$ cat config.mk
export PLATFORM = sky130hd
export DESIGN_NAME = sync_debounce
export DESIGN_NICKNAME = d
export VERILOG_FILES = /design/src/rtl/sync_debounce.sv
export SDC_FILE = /design/constraint.sdc
export NUM_CORES = 1
export LEC_CHECK = 0
export CAP_MARGIN = 5
export CORE_AREA = 2 2 39 41
export CTS_BUF_LIST = sky130_fd_sc_hd__clkbuf_2 sky130_fd_sc_hd__clkbuf_4 sky130_fd_sc_hd__clkbuf_8
export DETAILED_ROUTE_END_ITERATION = 12
export DIE_AREA = 0 0 41 43
export MAX_ROUTING_LAYER = met4
export SYNTH_ARGS = -nofsm -noshare
export SYNTH_HDL_FRONTEND = slang
export SYNTH_SLANG_ARGS = --single-unit
$ cat constraint.sdc
create_clock -name clk_in -period 3 [get_ports clk_in]
set_input_delay 0.45 -clock clk_in [delete_from_list [all_inputs] [get_ports clk_in]]
set_output_delay 0.45 -clock clk_in [all_outputs]
set_load 0.01 [all_outputs]
$ cat src/rtl/sync_debounce.sv
// sync_debounce: per-channel DEPTH-flop synchronizer followed by a stability
// debouncer. Define SYNC_DEBOUNCE_EDGE_EN to generate rise/fall pulses.
module sync_debounce #(
  parameter int               WIDTH         = 1,
  parameter int               DEPTH         = 2,
  parameter int               STABLE_CYCLES = 4,
  parameter logic [WIDTH-1:0] RESET_VAL     = '0
) (
  input  logic             clk_in,
  input  logic             rst_n_in,
  input  logic [WIDTH-1:0] data_in,
  output logic [WIDTH-1:0] data_out,
  output logic [WIDTH-1:0] rise_out,
  output logic [WIDTH-1:0] fall_out
);

  localparam int CW = $clog2(STABLE_CYCLES + 1);
  localparam logic [CW-1:0] LAST = CW'(STABLE_CYCLES - 1);
  localparam logic [CW-1:0] ONE  = CW'(1);

  logic [WIDTH-1:0] sync_q [DEPTH];
  logic [WIDTH-1:0] sync_d [DEPTH];
  logic [WIDTH-1:0] synced;

  logic [CW-1:0]    cnt_q [WIDTH];
  logic [CW-1:0]    cnt_d [WIDTH];
  logic [WIDTH-1:0] out_q;
  logic [WIDTH-1:0] out_d;
  logic [WIDTH-1:0] accept;

  // Shift chain: stage 0 samples the raw inputs, each stage feeds the next.
  always_comb begin
    sync_d[0] = data_in;
    for (int k = 1; k < DEPTH; k++) begin
      sync_d[k] = sync_q[k-1];
    end
  end

  // Synchronizer flops, forced to the reset value asynchronously.
  always_ff @(posedge clk_in or negedge rst_n_in) begin
    if (!rst_n_in) begin
      for (int k = 0; k < DEPTH; k++) begin
        sync_q[k] <= RESET_VAL;
      end
    end else begin
      for (int k = 0; k < DEPTH; k++) begin
        sync_q[k] <= sync_d[k];
      end
    end
  end

  assign synced = sync_q[DEPTH-1];

  // Count consecutive cycles of disagreement; any agreement drops the count.
  always_comb begin
    accept = '0;
    for (int i = 0; i < WIDTH; i++) begin
      cnt_d[i] = '0;
      if (synced[i] != out_q[i]) begin
        if (cnt_q[i] == LAST) begin
          accept[i] = 1'b1;
        end else begin
          cnt_d[i] = cnt_q[i] + ONE;
        end
      end
    end
  end

  // Accepted channels take the synchronized level, others hold.
  always_comb begin
    out_d = (out_q & ~accept) | (synced & accept);
  end

  // Debounce state: per-channel counters and the accepted levels.
  always_ff @(posedge clk_in or negedge rst_n_in) begin
    if (!rst_n_in) begin
      out_q <= RESET_VAL;
      for (int i = 0; i < WIDTH; i++) begin
        cnt_q[i] <= '0;
      end
    end else begin
      out_q <= out_d;
      for (int i = 0; i < WIDTH; i++) begin
        cnt_q[i] <= cnt_d[i];
      end
    end
  end

  assign data_out = out_q;

`ifdef SYNC_DEBOUNCE_EDGE_EN
  logic [WIDTH-1:0] rise_q;
  logic [WIDTH-1:0] rise_d;
  logic [WIDTH-1:0] fall_q;
  logic [WIDTH-1:0] fall_d;

  // An acceptance always flips the level, so its direction is the new value.
  always_comb begin
    rise_d = accept & synced;
    fall_d = accept & ~synced;
  end

  // One-cycle registered edge pulses; reset never produces a pulse.
  always_ff @(posedge clk_in or negedge rst_n_in) begin
    if (!rst_n_in) begin
      rise_q <= '0;
      fall_q <= '0;
    end else begin
      rise_q <= rise_d;
      fall_q <= fall_d;
    end
  end

  assign rise_out = rise_q;
  assign fall_out = fall_q;
`else
  assign rise_out = '0;
  assign fall_out = '0;
`endif

endmodule

Yosys cells after proc, flatten, opt, wreduce, memory -nomap -nowiden
Index checks and enable logic that the tools add are counted.
{"block": "word_totals", "elab_cells": 15, "regBits": 6}
{"block": "op_classes", "n_addsub": 1, "mux": 4, "bitwise": 4, "n_eq_ne": 2}
{"cell": "3-bit 2-to-1 mux", "n": 2}
{"cell": "3-bit by 1-bit adder with 3-bit output, second input constant", "n": 1}
{"cell": "3-bit by 2-bit equality test with 1-bit output, second input constant", "n": 1}
{"cell": "1-bit bitwise AND", "n": 2}
{"cell": "1-bit 2-to-1 mux", "n": 2}
{"cell": "1-bit inequality test", "n": 1}
{"cell": "1-bit NOT", "n": 1}
{"cell": "1-bit OR", "n": 1}

Longest topological paths before layout
{"block": "depth", "ltp_word": 6, "mapped_depth": 3}

Worst setup path after synthesis
Ideal clock, no wire load.
{"block": "synth_timing", "kind": "reg2reg", "start": "register cnt_q[0] (netlist name)", "end": "register (tool-made name)", "stages_incl_launch_ff": 4, "n_path_buf": 0, "arrival_time_ps": 951, "required_time_ps": 2875, "setup_ps": 125, "path_slack_ps": 1924, "cell_sequence": "dfrtp_1 > ha_1 > nor2b_4 > mux2_2"}
{"item": "from (decl)", "line": "25", "rtl": "logic [CW-1:0] cnt_q [WIDTH];"}
{"item": "from (signal, indexed assignment)", "line": "84", "rtl": "cnt_q[i] <= cnt_d[i];"}

==> summary.md <==
| Metric | Value |
|---|---|
| Outcome | `finished clean` |
| Worst-path fanout max | `3` |
| Mean post-synth cell area | `14.70 sq um` |
| CP peak stage delay | `0.56 ns` |
| Residual DRC | `0` |
| Post_cts resized | `0` |
| Core Area | `1384 sq um` |
| Final GP Congestion | `0.5296` |
| Hold endpoint | `synced$_DFF_PN0_` |
| Initial Utilization | `17.00%` |
| TritonRoute pass-1 iters | `1` |
| Final core occ | `21.43%` |
| Highest Clock Rate | `616.7 MHz` |
| Worst min-delay path startpoint | `sync_d[0]$_DFF_PN0_` |
| Final hold vios | `0` |
| Full die area | `1763 sq um` |
| Worst-Skew Late Latency | `0.24 ns` |
| Min-delay worst type | `register to register` |
| Critical R2R Launch | `cnt_q[0]$_DFF_PN0_` |
| Syn. warnings | `0` |
| Kind of critical path | `register to primary output` |
| WP data arrival | `1.17 ns` |
| Period utilisation layout | `54.05%` |
| Buffers on Ports | `3` |
| Antenna Diode Count | `0` |
| Antenna Nets Post-Route | `0` |
| Worst R2R Setup Slack | `1.86 ns` |
| Num rows | `14` |
| Root buf cell | `clkbuf_4` |
| Count of final setup violators | `0` |
| Gr usage total | `5.803%` |
| Vias in the first global route | `155` |
| Initial drt markers | `0` |
| CTS tree | `built` |
| Register bit total from synthesis | `6` |
| CTS Buffer Depth | `2` |
| Detailed placement HPWL | `318.9 microns` |
| Top Ports | `6` |
| Post-Syn Instances | `16` |
| Vias | `126` |
| Initial antenna violation count | `0` |
| Critical Path Source Type | `register` |
| RSZ-0062 raised after global routing | `no` |
| Hold Path Depth | `0` |
| Post-synthesis cell type count | `9` |
| Via density per instance | `3.405` |
| First-pass GRT wire length | `572 microns` |
| Fraction of layout cells with a size suffix above 1 | `23.81%` |
| CTS clk-pin slew, worst paths | `0.04 ns` |
| CP max stage cell | `clkdlybuf4s50_1` |
| Die Span Y | `43 microns` |
| CTS sink cnt | `6` |
| CP Cell Sequence | `clkdlybuf4s50_1` |
| Worst path bufs/invs | `1` |
| Post-Route WL | `374 microns` |
| Width of the die | `41 microns` |
| Total CTS buffers | `3` |
| Seq/Total Area, Yosys | `63.83%` |
| Largest net degree at the start of global routing | `7` |
| R2r worst-path depth | `3` |
| Total power | `0.2497 mW` |
| Layout area overhead | `26.06%` |
| Delay-heaviest family, CP | `buffers and inverters` |
| Clk_skew | `0.0008620 ns` |
| Post-route setup TNS | `0 ns` |
| Worst hold slack | `0.3518 ns` |
| Worst endpoint required time | `2.55 ns` |
| LEAKAGE | `0.1308 nW` |
| Hold-fix buffers, CTS | `0` |
| Endpoint class of the critical path | `primary output` |
| WL per Instance | `10.11 microns` |
| Max-cap violations | `0` |
| Remaining global-route overflow | `0` |
| Cell Pwr Density | `842.0 nW/um^2` |
| VDD IR-drop max | `0.3022 mV` |
| Cell area after synthesis | `235.2 sq um` |
| Min Tclk post-route | `1.622 ns` |
| Final slew viol count | `0` |
| Setup bufs post-CTS | `0` |
| Layout Nets | `27` |
| Htree depth | `1` |
==> layout by cell type (no fill, tap or decap) <==
cell,n
nor3b_1,2
dfrtp_1,6
xnor2_1,1
clkbuf_4,3
nor3_1,1
clkdlybuf4s50_1,3
mux2_2,1
nor2b_4,1
ha_1,1
conb_1,2
==> routing by layer <==
layer	wire, microns	part of all wire (%)	track usage (%)
met5	0	0	-
met3	35	9.4	6.283
met2	216	58	9.688
met4	0	0	2.000
met1	122	33	3.289
==> cells in the mapped netlist <==
| cell type | instances | area share [%] |
|---|---|---|
| dfrtp_1 | 6 | 64 |
| buf_4 | 2 | 6.4 |
| nor3b_1 | 2 | 6.4 |
| conb_1 | 1 | 1.6 |
| ha_1 | 1 | 5.3 |
| mux2_2 | 1 | 4.8 |
| nor2b_4 | 1 | 5.8 |
| nor3_1 | 1 | 2.1 |
| xnor2_1 | 1 | 3.7 |
==> final cells by class <==
type / count / area [sq um]
timing repair buffer: 3 / 30.03
tap: 16 / 20.02
fill: 153 / 1087
multi-input combinational: 9 / 73.82
clock buffer: 3 / 22.52
sequential: 6 / 150.1
==> per-stage QoR <==
step                      area, sq um  setup slack [ns]  instances
after floorplan                 239.0             1.924         17
after detailed placement        274.0             1.617         34
after global placement          274.0             1.658         34
after global routing            296.5             1.317         37
final                           296.5             1.378         37
after CTS                       296.5             1.354         37
==> worst max path at each step <==
| stage | start | to | slack, ns | cells past startpoint |
|---|---|---|---|---|
| after global placement | register | data_out | 1.66 | 1 |
| final | register | data_out | 1.38 | 1 |
| after CTS | register | data_out | 1.35 | 1 |
| after global routing | register | data_out | 1.32 | 1 |
| after floorplan | cnt_q[0]$_DFF_PN0_ | register | 1.92 | 3 |
| after detailed placement | register | data_out | 1.62 | 1 |
==> power breakdown <==
group | switching (mW) | leakage (nW) | total, mW | internal [mW]
Clock | 0.0258 | 0.0138 | 0.0708 | 0.0450
Combinational | 0.0277 | 0.0420 | 0.0669 | 0.0392
Sequential | 0.0116 | 0.0751 | 0.112 | 0.100
Total | 0.0652 | 0.131 | 0.250 | 0.185
==> kinds of logic after synthesis <==
kind of cell / synth area share (%)
flip-flops: 63.83
AND/OR/NAND/NOR: 14.36
buffers and inverters: 6.381
XOR/XNOR: 3.724
multiplexers: 4.787
adder cells (fa/ha/maj): 5.318
other: 1.594
Power figures use the tool's default switching activity.
